--- config.mk ---
export PLATFORM = sky130hd
export DESIGN_NAME = acc_traffic_driver_flat
export DESIGN_NICKNAME = d
export VERILOG_FILES = /design/src/rtl/acc_traffic_driver_if.sv /design/src/rtl/acc_traffic_driver.sv /design/src/flat_wrapper.sv
export SDC_FILE = /design/constraint.sdc
export NUM_CORES = 1
export LEC_CHECK = 0
export ABC_CLOCK_PERIOD_IN_PS = 5600
export CAP_MARGIN = 0
export CORE_AREA = 2 2 140 177
export DETAILED_ROUTE_END_ITERATION = 10
export DIE_AREA = 0 0 142 179
export HOLD_SLACK_MARGIN = 0.06
export PLACE_DENSITY = 0.86
export SLEW_MARGIN = 20
export SYNTH_ARGS = -nofsm -noshare
export SYNTH_HDL_FRONTEND = slang
export SYNTH_SLANG_ARGS = --single-unit
--- constraint.sdc ---
create_clock -name clk -period 5.6 [get_ports clk]
set_input_delay 0.56 -clock clk [delete_from_list [all_inputs] [get_ports clk]]
set_output_delay 0.56 -clock clk [all_outputs]
set_load 0.02 [all_outputs]
--- src/rtl/acc_traffic_driver_if.sv ---
`default_nettype none
// ============================================================================
// Module   : decoupled_vr_if
// Purpose  : Valid/ready word channel used on both sides of an accelerator slot.
// Revision : 1.0
// ============================================================================
interface decoupled_vr_if #(
  parameter int DATA_W = 64
);
  typedef logic [DATA_W-1:0] data_t;

  logic  valid;
  logic  ready;
  data_t data;

  modport master (output valid, output data, input ready);
  modport slave  (input valid, input data, output ready);
endinterface
`default_nettype wire

--- src/rtl/acc_traffic_driver.sv ---
`default_nettype none
// ============================================================================
// Module   : acc_traffic_driver
// Purpose  : Patterned burst source / checked sink for one accelerator slot.
// Revision : 1.0
// ============================================================================
module acc_traffic_driver #(
  parameter logic [15:0] MAX_BURSTS = 16'hFFFF,
  parameter int          LAT_W      = 16,
  parameter int          DATA_W     = 64
) (
  input  wire logic               clk,
  input  wire logic               rst_n,
  input  wire logic               start,
  input  wire logic [15:0]        num_bursts,
  input  wire logic [15:0]        serialization_ratio,
  input  wire logic [15:0]        deserialization_ratio,
  input  wire logic [31:0]        seed,
  input  wire logic [3:0]         ready_gap,
  decoupled_vr_if.master          consumer_data,
  decoupled_vr_if.slave           producer_data,
  output logic                    busy,
  output logic                    done,
  output logic                    error,
  output logic                    cfg_err,
  output logic [15:0]             err_count,
  output logic [15:0]             burst_count,
  output logic [LAT_W-1:0]        last_latency
);

  localparam int REPL = DATA_W / 32;

  typedef enum logic [1:0] {
    IDLE = 2'd0,
    SEND = 2'd1,
    RECV = 2'd2,
    DONE = 2'd3
  } state_t;

  state_t              state_q, state_d;
  logic                start_prev_q;
  logic [15:0]         ser_q, ser_d, deser_q, deser_d, bursts_q, bursts_d;
  logic [3:0]          gap_cfg_q, gap_cfg_d, gap_q, gap_d;
  logic [31:0]         word_id_q, word_id_d;
  logic [15:0]         send_cnt_q, send_cnt_d, recv_cnt_q, recv_cnt_d;
  logic [LAT_W-1:0]    lat_q, lat_d, last_lat_q, last_lat_d;
  logic [DATA_W-1:0]   expected_q, expected_d;
  logic                valid_q, valid_d, ready_q, ready_d;
  logic [15:0]         err_cnt_q, err_cnt_d, burst_cnt_q, burst_cnt_d;
  logic                error_q, error_d, cfg_err_q, cfg_err_d;

  logic                start_rise;
  logic                send_hs;
  logic                recv_hs;
  logic [DATA_W-1:0]   send_word;
  logic [15:0]         bursts_clamped;
  logic                ratio_zero;

  assign start_rise     = start & ~start_prev_q;
  assign send_hs        = valid_q & consumer_data.ready;
  assign recv_hs        = ready_q & producer_data.valid;
  assign send_word      = {REPL{word_id_q}};
  assign bursts_clamped = (num_bursts > MAX_BURSTS) ? MAX_BURSTS : num_bursts;
  assign ratio_zero     = (serialization_ratio == 16'd0) || (deserialization_ratio == 16'd0);

  always_comb begin
    state_d     = state_q;
    ser_d       = ser_q;
    deser_d     = deser_q;
    bursts_d    = bursts_q;
    gap_cfg_d   = gap_cfg_q;
    gap_d       = gap_q;
    word_id_d   = word_id_q;
    send_cnt_d  = send_cnt_q;
    recv_cnt_d  = recv_cnt_q;
    lat_d       = lat_q;
    last_lat_d  = last_lat_q;
    expected_d  = expected_q;
    err_cnt_d   = err_cnt_q;
    burst_cnt_d = burst_cnt_q;
    error_d     = error_q;
    cfg_err_d   = cfg_err_q;

    case (state_q)
      IDLE, DONE: begin
        if (start_rise) begin
          ser_d     = serialization_ratio;
          deser_d   = deserialization_ratio;
          bursts_d  = bursts_clamped;
          gap_cfg_d = ready_gap;
          word_id_d = seed;
          if (ratio_zero) begin
            state_d   = DONE;
            cfg_err_d = 1'b1;
            error_d   = 1'b1;
          end else if (bursts_clamped == 16'd0) begin
            state_d = DONE;
          end else begin
            err_cnt_d   = 16'd0;
            burst_cnt_d = 16'd0;
            error_d     = 1'b0;
            cfg_err_d   = 1'b0;
            send_cnt_d  = 16'd0;
            recv_cnt_d  = 16'd0;
            state_d     = SEND;
          end
        end
      end
      SEND: begin
        if (send_hs) begin
          word_id_d  = word_id_q + 32'd1;
          send_cnt_d = send_cnt_q + 16'd1;
          if (send_cnt_d == ser_q) begin
            expected_d = send_word;
            lat_d      = '0;
            gap_d      = gap_cfg_q;
            recv_cnt_d = 16'd0;
            state_d    = RECV;
          end
        end
      end
      RECV: begin
        if (recv_hs) begin
          gap_d = gap_cfg_q;
          if (recv_cnt_q == 16'd0) begin
            last_lat_d = lat_q;
          end
          if (producer_data.data != expected_q) begin
            error_d = 1'b1;
            if (err_cnt_q != 16'hFFFF) begin
              err_cnt_d = err_cnt_q + 16'd1;
            end
          end
          recv_cnt_d = recv_cnt_q + 16'd1;
          if (recv_cnt_d == deser_q) begin
            burst_cnt_d = burst_cnt_q + 16'd1;
            send_cnt_d  = 16'd0;
            recv_cnt_d  = 16'd0;
            state_d     = (burst_cnt_d == bursts_q) ? DONE : SEND;
          end
        end else if (gap_q != 4'd0) begin
          gap_d = gap_q - 4'd1;
        end
        // Latency only runs until the first receive handshake of the burst.
        if ((recv_cnt_q == 16'd0) && !recv_hs && (lat_q != {LAT_W{1'b1}})) begin
          lat_d = lat_q + LAT_W'(1);
        end
      end
      default: state_d = IDLE;
    endcase
  end

  // valid/ready are registered decodes of the next state, so no input reaches them combinationally.
  assign valid_d = (state_d == SEND);
  assign ready_d = (state_d == RECV) && (gap_d == 4'd0);

  always_ff @(posedge clk or negedge rst_n) begin
    if (!rst_n) begin
      state_q      <= IDLE;
      start_prev_q <= 1'b0;
      ser_q        <= 16'd0;
      deser_q      <= 16'd0;
      bursts_q     <= 16'd0;
      gap_cfg_q    <= 4'd0;
      gap_q        <= 4'd0;
      word_id_q    <= 32'd0;
      send_cnt_q   <= 16'd0;
      recv_cnt_q   <= 16'd0;
      lat_q        <= '0;
      last_lat_q   <= '0;
      expected_q   <= '0;
      valid_q      <= 1'b0;
      ready_q      <= 1'b0;
      err_cnt_q    <= 16'd0;
      burst_cnt_q  <= 16'd0;
      error_q      <= 1'b0;
      cfg_err_q    <= 1'b0;
    end else begin
      state_q      <= state_d;
      start_prev_q <= start;
      ser_q        <= ser_d;
      deser_q      <= deser_d;
      bursts_q     <= bursts_d;
      gap_cfg_q    <= gap_cfg_d;
      gap_q        <= gap_d;
      word_id_q    <= word_id_d;
      send_cnt_q   <= send_cnt_d;
      recv_cnt_q   <= recv_cnt_d;
      lat_q        <= lat_d;
      last_lat_q   <= last_lat_d;
      expected_q   <= expected_d;
      valid_q      <= valid_d;
      ready_q      <= ready_d;
      err_cnt_q    <= err_cnt_d;
      burst_cnt_q  <= burst_cnt_d;
      error_q      <= error_d;
      cfg_err_q    <= cfg_err_d;
    end
  end

  assign consumer_data.valid = valid_q;
  assign consumer_data.data  = send_word;
  assign producer_data.ready = ready_q;

  assign busy         = (state_q == SEND) || (state_q == RECV);
  assign done         = (state_q == DONE);
  assign error        = error_q;
  assign cfg_err      = cfg_err_q;
  assign err_count    = err_cnt_q;
  assign burst_count  = burst_cnt_q;
  assign last_latency = last_lat_q;

endmodule
`default_nettype wire

--- src/flat_wrapper.sv ---
// flat-port wrapper written by rule: the top's interface ports become plain ports
module acc_traffic_driver_flat 
#(
  parameter logic [15:0] MAX_BURSTS = 16'hFFFF,
  parameter int          LAT_W      = 16,
  parameter int          DATA_W     = 64
)
  (clk, rst_n, start, num_bursts, serialization_ratio, deserialization_ratio, seed, ready_gap, busy, done, error, cfg_err, err_count, burst_count, last_latency, consumer_data_valid, consumer_data_data, consumer_data_ready, producer_data_valid, producer_data_data, producer_data_ready);
  decoupled_vr_if #(.DATA_W(DATA_W)) consumer_data_i ();
  decoupled_vr_if #(.DATA_W(DATA_W)) producer_data_i ();
  input  wire logic clk;
  input  wire logic rst_n;
  input  wire logic start;
  input  wire logic [15:0] num_bursts;
  input  wire logic [15:0] serialization_ratio;
  input  wire logic [15:0] deserialization_ratio;
  input  wire logic [31:0] seed;
  input  wire logic [3:0] ready_gap;
  output logic busy;
  output logic done;
  output logic error;
  output logic cfg_err;
  output logic [15:0] err_count;
  output logic [15:0] burst_count;
  output logic [LAT_W-1:0] last_latency;
  output wire logic [$bits(consumer_data_i.valid)-1:0] consumer_data_valid;
  output wire logic [$bits(consumer_data_i.data)-1:0] consumer_data_data;
  input wire logic [$bits(consumer_data_i.ready)-1:0] consumer_data_ready;
  input wire logic [$bits(producer_data_i.valid)-1:0] producer_data_valid;
  input wire logic [$bits(producer_data_i.data)-1:0] producer_data_data;
  output wire logic [$bits(producer_data_i.ready)-1:0] producer_data_ready;
  assign consumer_data_valid = consumer_data_i.valid;
  assign consumer_data_data = consumer_data_i.data;
  assign consumer_data_i.ready = consumer_data_ready;
  assign producer_data_i.valid = producer_data_valid;
  assign producer_data_i.data = producer_data_data;
  assign producer_data_ready = producer_data_i.ready;
  acc_traffic_driver #(.MAX_BURSTS(MAX_BURSTS), .LAT_W(LAT_W), .DATA_W(DATA_W)) u_core (.clk(clk), .rst_n(rst_n), .start(start), .num_bursts(num_bursts), .serialization_ratio(serialization_ratio), .deserialization_ratio(deserialization_ratio), .seed(seed), .ready_gap(ready_gap), .consumer_data(consumer_data_i), .producer_data(producer_data_i), .busy(busy), .done(done), .error(error), .cfg_err(cfg_err), .err_count(err_count), .burst_count(burst_count), .last_latency(last_latency));
endmodule
==> impl_metrics.py <==
metrics = {
    "sta": {
        "timing.final.hold_violations": 0,
        "hold_slack_ns": 0.07206,
        "final.setup.tns_ns": 0,
        "tightest_slew_ns": 1.040,
        "rsz0062_at_grt": "false",
        "finalMaxSlewViolations": 0,
        "slew_headroom_pct": 30.65,
        "skew_ns": 0.008880,
        "fin_crit_sh_pct": 75.27,
        "setup_ws_ns": 1.385,
        "fmax_mhz": 237.2,
        "post-route-min-period_ns": 4.215,
        "setup_viol": 0,
    },
    "cells_and_area": {
        "stdcell_area_um2": 16660,
        "final_core_util_pct": 69.59,
        "drive_gt1_share_pct": 7.625,
        "fin_cells": 2016,
        "fill_cells": 1827,
        "areaGrowthSynthToFinish_pct": 24.94,
        "nNetsFinal": 1868,
    },
    "pwr": {
        "ir_worst_vdd_uv": 327.9,
        "power_mw": 7.033,
        "p_leak_nw": 7.016,
        "pwr_density_cell_nw_per_um2": 422.1,
    },
    "critical_path": {
        "end_kind": "flip-flop",
        "cp_cell_sequence": "nand4_1, nor4_1, xnor2_1, a2111oi_2, a31o_1, nand3_1, buf_4, or4_1, o311ai_0",
        "crit_path_top_delay_cell": "a31o_1",
        "cp_num_buf_inv": 1,
        "cp_slowest_stage_delay_ns": 0.73,
        "critical_path_class": "reg -> reg",
        "crit_family": "simple AND/OR/NAND/NOR gates",
        "crit_fanout": 31,
        "cp.required_ns": 5.99,
        "start_kind": "flip-flop",
        "cp.arrival_ns": 4.61,
    },
    "clock_tree": {
        "cts_setup_buffers": 0,
        "clockBufferDepth": 3,
        "cts-root-buf": "clkbuf_16",
        "worstSkewPairLatency_ns": 0.52,
        "cts.clk_slew.worst_paths_ns": 0.06,
        "cts_hold_buf": 0,
        "cts_resized": 0,
        "clock_sinks": 223,
        "cts_buffers": 23,
        "cts_tree": "done",
        "htreeDepth": 1,
    },
    "synth": {
        "avgSynthCellArea_um2": 8.797,
        "synth_edf_count": 0,
        "synthCells": 1516,
        "synthesis.area_um2": 13340,
        "synthArstFlopShare_pct": 100.0,
        "netlist-cell-type-count": 76,
        "ys_ff_latch": 223,
        "synth_flop_cell": "dfrtp_1",
        "mappedNetlistNets": 1680,
        "seq_area_frac_synth_pct": 41.84,
        "yosysWarnings": 0,
    },
    "grt": {
        "grt_pass1_wl_um": 61940,
        "grt_max_degree": 113,
        "grt-ovfl-total": 0,
        "met2_usage_pct": 55.03,
        "grtUsageMet3_pct": 5.769,
        "grt_usage_pct": 30.74,
        "grt_busiest_layer": "met2",
        "grt_pass1_vias": 11962,
        "antenna_found_initial": 4,
        "use_met1_pct": 34.84,
    },
    "floorplan": {
        "die_height_um": 179,
        "core_um2": 23940,
        "dieArea_um2": 25420,
        "fp-row-count": 64,
        "ioPinCount": 271,
        "start_util_pct": 55.70,
        "die_w_um": 142,
    },
    "status": {
        "outcome": "finished clean",
    },
    "place": {
        "io_buffers": 270,
        "hpwl_um": 28660,
        "gp_congestion": 1.035,
        "dpl-instance-area_um2": 15930,
        "dp.cells": 1976,
        "pre_cts_ws_ns": 1.293,
    },
    "hold_path": {
        "hold_class": "in -> async",
    },
    "route": {
        "viasPerCell": 6.196,
        "num_vias": 12491,
        "final_antenna_net_count": 0,
        "first_pass_iters": 6,
        "drt-total-wl_um": 39900,
        "wl_per_cell_um": 19.79,
        "route.detailed.drc": 0,
        "drtIter0Drc": 712,
    },
    "run": {
        "cap_violations": 0,
    },
}
==> Yosys cell counts (all sizes together) (15+ instances only) <==
library cell,n,share of area [%]
inv,35,0.99
nand3,70,2.7
nor2,70,2.0
mux2,55,4.6
a21oi,48,1.8
nand2b,15,0.70
xnor2,72,4.7
o21ai,77,2.9
nand4,35,1.7
nor3,29,1.1
a22o,15,0.99
mux2i,22,1.7
o22ai,27,1.3
dfrtp,223,42
xor2,29,1.9
o221ai,18,1.2
nand2,298,8.4
and3,28,1.3
nor4,48,2.5
buf,58,2.8
clkbuf,59,1.7
==> layout by cell type, fill, tap and decap left out, drive strengths merged, types with 35 or more instances in the layout <==
master	count
dfrtp	223
nor2	70
a21oi	48
clkdlybuf4s50	269
nand4	35
mux2	55
inv	37
nand3	70
xnor2	72
nor4	48
nand2	298
o21ai	77
==> worst paths after layout <==
kind / slack (ns) / from / depth (start not counted) / end
worst min register to register: 0.50 / u_core.ser_q[6]$_DFFE_PN0P_ / 2 / u_core.ser_q[6]$_DFFE_PN0P_
worst max register to register: 1.38 / u_core.recv_cnt_q[3]$_DFFE_PN0P_ / 9 / u_core.send_cnt_q[3]$_DFFE_PN0P_
max in group asynchronous: 4.17 / rst_n / 2 / u_core.bursts_q[6]$_DFFE_PN0P_
min in group clk: 0.50 / u_core.ser_q[6]$_DFFE_PN0P_ / 2 / u_core.ser_q[6]$_DFFE_PN0P_
worst max-delay path: 1.38 / u_core.recv_cnt_q[3]$_DFFE_PN0P_ / 9 / u_core.send_cnt_q[3]$_DFFE_PN0P_
worst min-delay path: 0.07 / rst_n / 1 / u_core.expected_q[43]$_DFFE_PN0P_
==> power breakdown <==
part	total (mW)	internal [mW]	switching, mW
Combinational	2.96	1.26	1.71
Sequential	2.56	1.98	0.582
Clock	1.51	0.842	0.664
Total	7.03	4.08	2.95
==> area by class of cell <==
type                    instances  area, µm²  share of cell area [%]
multi-input cells            1140       7068                   42.42
clock inverters                10      93.84                  0.5632
clock buffers                  29      628.1                   3.770
inverters                      36      135.1                  0.8110
diodes                          1      2.502                 0.01502
repair buffers                280       2783                   16.70
well taps                     297      371.6                   2.230
flip-flops and latches        223       5580                   33.49
==> worst register-to-register path, stage by stage, from the launching register on <==
cell and delay (ns):
dfrtp_1 0.60, nand4_1 0.53, nor4_1 0.70, xnor2_1 0.18
a2111oi_2 0.37, a31o_1 0.73, nand3_1 0.16, buf_4 0.27
or4_1 0.43, o311ai_0 0.11
==> routing by layer <==
metal,share of wire (%),vias to the layer above
li1,-,5795
met1,37,5998
met2,50,563
met3,7.6,129
met4,5.5,6
met5,0.088,-
==> flip-flops by register name, summed over array words and instances, names as in the netlist <==
register,cells
u_core.lat_q,16
u_core.ser_q,16
u_core.burst_count,16
u_core.expected_q,32
u_core.producer_data.ready,1
u_core.err_count,16
u_core.bursts_q,16
u_core.consumer_data.valid,1
u_core.cfg_err,1
u_core.state_q,2
u_core.gap_cfg_q,4
u_core.deser_q,16
u_core.last_latency,16
u_core.send_cnt_q,16
u_core.gap_q,4
u_core.word_id_q,32
u_core.error,1
u_core.recv_cnt_q,16
u_core.start_prev_q,1
==> cells by family after synthesis <==
kind of cell / count (synthesis) / share of synthesized area [%]
AOI/OAI and AO/OA: 267 / 13.37
xor gates and xnor gates: 101 / 6.633
adders and majority gates: 11 / 1.032
DFF: 223 / 41.84
buffers and inverters: 153 / 5.441
muxes: 77 / 6.295
and+or+nand+nor: 684 / 25.39
(Power assumes the default switching activity.)
